`src/rtl/axis_fmcw_frame_ctrl.sv`:
```
// ---------------------------------------------------------------------------
// axis_fmcw_frame_ctrl
//
// Frame-level acquisition gate between the FFT core output and the FMCW RTI
// averager. Whole FFT frames are passed to the RTI path only while armed, and
// acquisition always starts on a frame boundary. The RTI configuration word is
// owned here and PS updates are applied only between frames, so the averager
// never sees a config change in the middle of a frame.
//
// Ports:
//   aclk, aresetn        clock, synchronous active-low reset
//   arm                  level: 1 = acquire, 0 = stop at next frame boundary
//   nframes              frames per acquisition (0 = continuous while armed)
//   cfg_shadow/update    PS config candidate and its one-cycle capture strobe
//   s_axis_*             FFT stream in (tuser = bit-reversed bin index)
//   m_axis_*             stream out to the RTI averager
//   cfg_data             RTI config word currently in effect
//   busy, done           status: SYNC/PASS, DONE
//   frame_cnt            frames passed in this acquisition (wraps)
//   drop_cnt             frames discarded (saturates)
// ---------------------------------------------------------------------------
module axis_fmcw_frame_ctrl #(
  parameter int                   TDATA_WIDTH = 24,
  parameter int                   TUSER_WIDTH = 16,
  parameter int                   CFG_WIDTH   = 20,
  parameter logic [CFG_WIDTH-1:0] CFG_RESET   = 20'h2582A
) (
  input  logic                   aclk,
  input  logic                   aresetn,
  input  logic                   arm,
  input  logic [15:0]            nframes,
  input  logic [CFG_WIDTH-1:0]   cfg_shadow,
  input  logic                   cfg_update,
  input  logic [TDATA_WIDTH-1:0] s_axis_tdata,
  input  logic [TUSER_WIDTH-1:0] s_axis_tuser,
  input  logic                   s_axis_tlast,
  input  logic                   s_axis_tvalid,
  output logic                   s_axis_tready,
  output logic [TDATA_WIDTH-1:0] m_axis_tdata,
  output logic [TUSER_WIDTH-1:0] m_axis_tuser,
  output logic                   m_axis_tlast,
  output logic                   m_axis_tvalid,
  input  logic                   m_axis_tready,
  output logic [CFG_WIDTH-1:0]   cfg_data,
  output logic                   busy,
  output logic                   done,
  output logic [15:0]            frame_cnt,
  output logic [15:0]            drop_cnt
);

  typedef enum logic [1:0] {IDLE, SYNC, PASS, DONE} state_t;

  state_t               state_q, state_d;
  logic                 bnd_q, bnd_d;
  logic [15:0]          frame_cnt_q, frame_cnt_d;
  logic [15:0]          drop_cnt_q, drop_cnt_d;
  logic [CFG_WIDTH-1:0] cfg_q, cfg_d;
  logic [CFG_WIDTH-1:0] pend_q, pend_d;
  logic                 pending_q, pending_d;

  logic        in_pass;
  logic        hs;
  logic        hs_last;
  logic [15:0] frame_inc;

  // Stream path: zero-latency pass-through in PASS, otherwise drain the FFT
  // so it is never stalled by an idle RTI path.
  always_comb begin
    in_pass       = (state_q == PASS);
    s_axis_tready = in_pass ? m_axis_tready : 1'b1;
    m_axis_tvalid = in_pass & s_axis_tvalid;
    m_axis_tdata  = s_axis_tdata;
    m_axis_tuser  = s_axis_tuser;
    m_axis_tlast  = s_axis_tlast;
    hs            = s_axis_tvalid & s_axis_tready;
    hs_last       = hs & s_axis_tlast;
    frame_inc     = frame_cnt_q + 16'd1;
  end

  // Boundary tracker: 1 when the next accepted beat starts a new frame.
  always_comb begin
    bnd_d = bnd_q;
    if (hs) bnd_d = s_axis_tlast;
  end

  // Acquisition FSM and counters.
  always_comb begin
    state_d     = state_q;
    frame_cnt_d = frame_cnt_q;
    drop_cnt_d  = drop_cnt_q;
    if (hs_last && !in_pass && drop_cnt_q != 16'hFFFF)
      drop_cnt_d = drop_cnt_q + 16'd1;
    case (state_q)
      IDLE: if (arm) begin
        frame_cnt_d = 16'd0;
        // A frame ending on the arming cycle was still discarded.
        drop_cnt_d  = hs_last ? 16'd1 : 16'd0;
        state_d     = bnd_q ? PASS : SYNC;
      end
      SYNC: if (hs_last) state_d = PASS;
      PASS: if (hs_last) begin
        frame_cnt_d = frame_inc;
        if (nframes != 16'd0 && frame_inc == nframes) state_d = DONE;
        else if (!arm)                                state_d = IDLE;
      end
      DONE: if (!arm) state_d = IDLE;
      default: state_d = IDLE;
    endcase
  end

  // Deferred config: capture on strobe, apply only at a frame boundary. A
  // strobe coinciding with the apply cycle wins, so the newest value lands.
  always_comb begin
    pend_d    = cfg_update ? cfg_shadow : pend_q;
    pending_d = pending_q | cfg_update;
    cfg_d     = cfg_q;
    if (pending_q && ((!in_pass && bnd_q) || hs_last)) begin
      cfg_d     = pend_d;
      pending_d = 1'b0;
    end
  end

  always_ff @(posedge aclk) begin
    if (!aresetn) begin
      state_q     <= IDLE;
      bnd_q       <= 1'b1;
      frame_cnt_q <= 16'd0;
      drop_cnt_q  <= 16'd0;
      cfg_q       <= CFG_RESET;
      pend_q      <= CFG_RESET;
      pending_q   <= 1'b0;
    end else begin
      state_q     <= state_d;
      bnd_q       <= bnd_d;
      frame_cnt_q <= frame_cnt_d;
      drop_cnt_q  <= drop_cnt_d;
      cfg_q       <= cfg_d;
      pend_q      <= pend_d;
      pending_q   <= pending_d;
    end
  end

  assign cfg_data  = cfg_q;
  assign busy      = (state_q == SYNC) || (state_q == PASS);
  assign done      = (state_q == DONE);
  assign frame_cnt = frame_cnt_q;
  assign drop_cnt  = drop_cnt_q;

endmodule

```
`config.mk`:
```
export PLATFORM = sky130hd
export DESIGN_NAME = axis_fmcw_frame_ctrl
export DESIGN_NICKNAME = d
export VERILOG_FILES = /design/src/rtl/axis_fmcw_frame_ctrl.sv
export SDC_FILE = /design/constraint.sdc
export NUM_CORES = 1
export LEC_CHECK = 0
export BUFFER_PORTS_ARGS = -buffer_cell sky130_fd_sc_hd__buf_2
export CAP_MARGIN = 20
export CORE_ASPECT_RATIO = 0.6
export CORE_UTILIZATION = 30
export DETAILED_ROUTE_END_ITERATION = 10
export PLACE_DENSITY = 0.62
export RECOVER_POWER = 25
export SLEW_MARGIN = 20
export SYNTH_ARGS = -nofsm -noshare
export SYNTH_HDL_FRONTEND = slang
export SYNTH_SLANG_ARGS = --single-unit
```
`constraint.sdc`:
```
create_clock -name aclk -period 1.95 [get_ports aclk]
set_input_delay 0.39 -clock aclk [delete_from_list [all_inputs] [get_ports aclk]]
set_output_delay 0.39 -clock aclk [all_outputs]
set_load 0.05 [all_outputs]
```
======== Yosys cells after proc, flatten, opt, wreduce, memory -nomap -nowiden ========
Index checks and enable logic that the tools add are counted.
storage, ports and cells
  output and inout port bits .............. 97
  input bits .............................. 83
  bits in registers ....................... 76
  logic and storage cells ................. 52
operators by class
  bitwise logic cells ..................... 5
  reductions and logical operators ........ 14
  add/sub/neg operators ................... 2
  equal/unequal tests ..................... 8
  mux-type cells .......................... 16
operators with widths
  operator                                                                 count
  16-bit two-way mux                                                       5
  16-bit by 1-bit adder with 16-bit output, second input constant          2
  16-bit case mux with 2 select lines                                      1
  20-bit two-way mux                                                       1
  16-bit equality test                                                     1
  16-bit inequality test, second input constant                            1
  16-bit nonzero test                                                      1
  2-bit two-way mux                                                        6
  2-bit case mux with 4 select lines                                       1
  3-bit AND reduction                                                      2
  1-bit logical AND                                                        5
  2-bit equality test, second input constant                               2
  2-bit inequality test, second input constant                             2
  1-bit AND                                                                3
  2-bit by 1-bit equality test with 1-bit output, second input constant    1
  2-bit zero test                                                          1
  1-bit logical OR                                                         2
  1-bit two-way mux                                                        2
  2-bit by 1-bit inequality test with 1-bit output, second input constant  1
  2-bit nonzero test                                                       1
  2-bit OR reduction                                                       1
  1-bit zero test                                                          1
  1-bit NOT                                                                1
  1-bit bitwise OR                                                         1

======== Logic depth before layout (Yosys ltp) ========
  depth in word-level cells ............... 9
  mapped depth ............................ 10
  depth with buffers taken out ............ 8

======== Worst setup path before layout ========
No wires, ideal clock.
  kind .................................... reg-to-reg
  start ................................... register state_q[0]
  end ..................................... register frame_cnt_q[11], in the netlist frame_cnt[11]
  buffers on the path ..................... 2
  slack ................................... -0.439 ns
  stages on the path, launching flop included .. 11
  arrival ................................. 2.319 ns
  library setup time ...................... 0.070 ns
  period minus slack after synthesis ...... 2.389 ns
  required time ........................... 1.880 ns
  cell sequence ........................... dfxtp_1 > inv_1 > ha_1 > nand2b_1 > and3_1 > clkbuf_1 > nand3_1 > clkbuf_1 > o21ai_0 > nand2_1 > a21boi_1
on the way
  word-level cells in the longest chain between the ends .. 6
  elaborated cells on any way between the ends .. 10
  classes of those cells .................. 3 x eq/ne; 2 x mux; 2 x bitwise; 3 x reduce/logical
RTL lines
  what                                                        line  text
  start, declared                                             53    state_t state_q, state_d;
  start signal, assigned                                      133   state_q <= state_d;
  2-bit equality test                                         69    in_pass = (state_q == PASS);
  1-bit two-way mux                                           70    s_axis_tready = in_pass ? m_axis_tready : 1'b1;
  via s_axis_tready                                           38    output logic s_axis_tready,
  1-bit AND                                                   75    hs = s_axis_tvalid & s_axis_tready;
  1-bit AND                                                   76    hs_last = hs & s_axis_tlast;
  2-bit by 1-bit inequality test with 1-bit output (no line)  -
  3-bit AND reduction (no line)                               -
  end signal, assigned                                        135   frame_cnt_q <= frame_cnt_d;
  end, declared                                               55    logic [15:0] frame_cnt_q, frame_cnt_d;
The timed path passes the listed nets, and every way through them passes these cells.
A chain may end at the register's enable or synchronous reset.

======== Worst setup path in the final report ========
  start ................................... register frame_cnt_q[0], in the netlist frame_cnt[0]
  end ..................................... register state_q[0]
on the way
  word-level cells in the longest chain between the ends .. 6
RTL lines
  what                                      line  text
  16-bit by 1-bit adder with 16-bit output  77    frame_inc = frame_cnt_q + 16'd1;
  16-bit equality test                      103   if (nframes != 16'd0 && frame_inc == nframes) state_d = DONE;
  1-bit logical AND                         103
  2-bit two-way mux                         103
  2-bit two-way mux                         101   PASS: if (hs_last) begin
  2-bit case mux with 4 select lines        93    case (state_q)
No other way between the ends. The select of a mux whose other input is x is not followed.

==> metrics.txt <==
Compound-Gate Fraction of Synth Area 0.139; top post-synthesis cells by count dfxtp_1, nor2_1, buf_4, a21oi_1, nand2_1; reg2reg path depth 7; Synth top area share 0.358; routed vias around 3.8k; CP max FO 5; synthesized area per cell between 8 and 9 um2; die width roughly 160 um; area of the multi-input gates between 2000 and 2500 um2; Slew @ Worst Pin 750 ps; first-pass GRT wire length approximately 18000 um; initial antenna violation count 0; fraction of registers with async set/reset 0; Post-Synth Adder-Cell Area 0.0206; busiest layer in global routing met2; Seq/Total Area, Yosys 0.358; Pwr Total 0.00553 W; vias in the first global route roughly 3.6k; M3 GR Usage 0.0406; P_int roughly 0.0036 W; Max Cap Viol 0; area delta synth->final 30.5%; HPWL after detailed placement just under 9000 um; post-synth design cell area between 4000 and 5000 um2; Post-synth top flop dfxtp_1; total of warnings raised by yosys 0; minimum clock period between 2000 and 2500 ps; H-Tree Depth 3; kind of critical path reg2reg; Longest Clk Path Bufs 2; cts hold-fix bufs 0; Port Buffer Count between 90 and 100; design area around 5500 um2; Layout Skew 8.85 ps; TritonCTS Sinks 76; initial core utilization 0.309; startpoint types flip-flop; DR iter-0 viols about 150; final WL between 10000 and 15000 um; P_sw about 0.0020 W; cell row count 33; CTS clk-pin slew, worst paths 60 ps; final worst-path cycle share 1.03; Max Slew Vio Count 0; RSZ-0062 raised after global routing true; Flop pwr share 0.324; Worst EP arrival roughly 2300 ps; DP Area 5040 um2; core area about 14000 um2; top post-synthesis cells by area dfxtp_1, buf_4, nor2_1; layout cells sized above 1 0.372; I/O pins 180; main combinational cell family by area after synthesis simple AND/OR/NAND/NOR gates; Hold Fails Final Rpt 0; post-synthesis xor/xnor area fraction 0.0722; min-delay src cfg_shadow[14]; count leader, synth dfxtp_1; pwr dens 999 nW/um2; Cells after Synth 500; combinational power share 0.335; clock power share 0.342; Max transition margin 0.500; Mapped Nets between 500 and 600; routed wire length per instance around 15 um; Critical Path End Type flip-flop; Hold Path Depth 3; setup violators final 2; Antenna Diode Count 0; LEAKAGE 2.37 nW; CTS tree yes; Post-Synth Simple-Gate Area 0.250; CTS root buffer clkbuf_16; DRT antenna net count 0; Die Y roughly 94 um; register area roughly 1600 um2; area leader, netlist dfxtp_1; number of flops mapped to enable cells by yosys 0; later-pin clock latency in the skew report between 300 and 400 ps; Max Clk Rate roughly 0.50 GHz; Num CTS Buffers 9; Worst VDD drop 0.000667 V; switch share 0.357; R2R Path Start frame_cnt[0]; Hold Path Class in2reg; WP data required 2210 ps; final worst-path setup slack -60.0 ps; Placer Congestion ~0.93; Overall Global Routing Usage 0.159; NumNets Final ~700; mux contribution to synthesized area 0.0525; Vias/cell roughly 4.8; Pre-antenna DRT Iters 4; # fillers about 1.3k; DIE AREA about 15000 um2; # DRC 0; register bit total from synthesis between 70 and 80; largest net degree at the start of global routing 34; Synth cell types approximately 60; met2 GRT Util 0.235; Setup crit start frame_cnt[0]; grt ovf 0; failing checks setup timing; status finished, violations left; met1 Track Usage GR 0.227
[state kept, by name, indices dropped and copies added (netlist names)]
signal / count
bnd_q: 1
cfg_data: 20
drop_cnt: 16
frame_cnt: 16
pend_q: 20
pending_q: 1
state_q: 2
[what timing repair did]
action / CTS / global route
endpoints found under the setup margin: 14 / 21
gates resized for setup: 10 / 15
pin swaps: 5 / 2
setup buffers: 0 / 3
hold endpoints to repair: 0 / 0
[per-stage QoR]
| stage | worst slack, ps | utilization | setup TNS, ps | cells | hold slack, ps |
|---|---|---|---|---|---|
| 5_1_grt | -129 | 0.403 | -362 | 791 | 304 |
| 3_5_place_dp | -209 | 0.367 | -492 | 772 | 454 |
| 2_1_floorplan | -33.4 | - | -66.8 | 500 | 438 |
| 6_report | -60.0 | 0.403 | -99.1 | 791 | 308 |
| 3_3_place_gp | -116 | 0.367 | -242 | 772 | 449 |
| 4_1_cts | -68.2 | 0.396 | -121 | 788 | 290 |
[critical path, stage by stage (launching register included)]
cell	delay, ps
dfxtp_4	370
buf_4	160
and4_1	200
and2_1	190
o311a_1	360
a211oi_2	260
nand4_1	220
a21oi_2	190
[power groups by stage]
stage | registers, W | clock network [W] | logic, W
CTS | 0.00179 | 0.00194 | 0.00176
global route | 0.00181 | 0.00202 | 0.00201
global placement | 0.00181 | 0 | 0.00170
floorplan | 0.00219 | 0 | 0.00109
detailed placement | 0.00182 | 0 | 0.00174
finish | 0.00179 | 0.00189 | 0.00185
[final timing paths]
check	slack [ps]	to
max	-60	state_q[0]
min	310	pend_q[14]
max reg2reg	-60	state_q[0]
min reg2reg	470	cfg_data[1]
[layout make-up]
cell class              instances  share of cell area
multi-input cells             349               0.438
flip-flops and latches         76               0.285
repair buffers                148               0.164
clock buffers                  13              0.0547
well taps                     192              0.0434
clock inverters                 3             0.00858
inverters                      10             0.00678
[layout by cell type, fill, tap and decap left out, types with 5 or more instances in the layout]
| master | count |
|---|---|
| nor4_1 | 7 |
| mux2i_1 | 20 |
| nand2_1 | 31 |
| nand4_1 | 8 |
| nand3_1 | 12 |
| nor3_1 | 7 |
| inv_1 | 10 |
| ha_1 | 5 |
| dfxtp_1 | 53 |
| clkbuf_16 | 11 |
| nor2_1 | 58 |
| buf_2 | 97 |
| dfxtp_2 | 12 |
| o21ai_0 | 17 |
| a21oi_1 | 33 |
| a22o_1 | 7 |
| xnor2_1 | 22 |
| and2_1 | 5 |
| buf_4 | 46 |
| and3_1 | 6 |
| dfxtp_4 | 11 |
| nor2b_1 | 24 |
| xor2_1 | 13 |
[logic make-up (layout without fill, tap and decap cells)]
kind of cell	count (synthesis)	count (layout)
buffers and inverters	75	174
adders and majority gates	7	7
DFF	76	76
muxes	22	22
and+or+nand+nor	194	194
AOI/OAI and AO/OA	91	91
xor gates and xnor gates	35	35
[layer usage]
layer  vias up  part of all wire
met5         -                 0
met4         0            0.0089
met3        11             0.051
met2       110              0.43
met1      1819              0.51
li1       1896                 -
No activity file was read; power rests on OpenSTA's default activity.
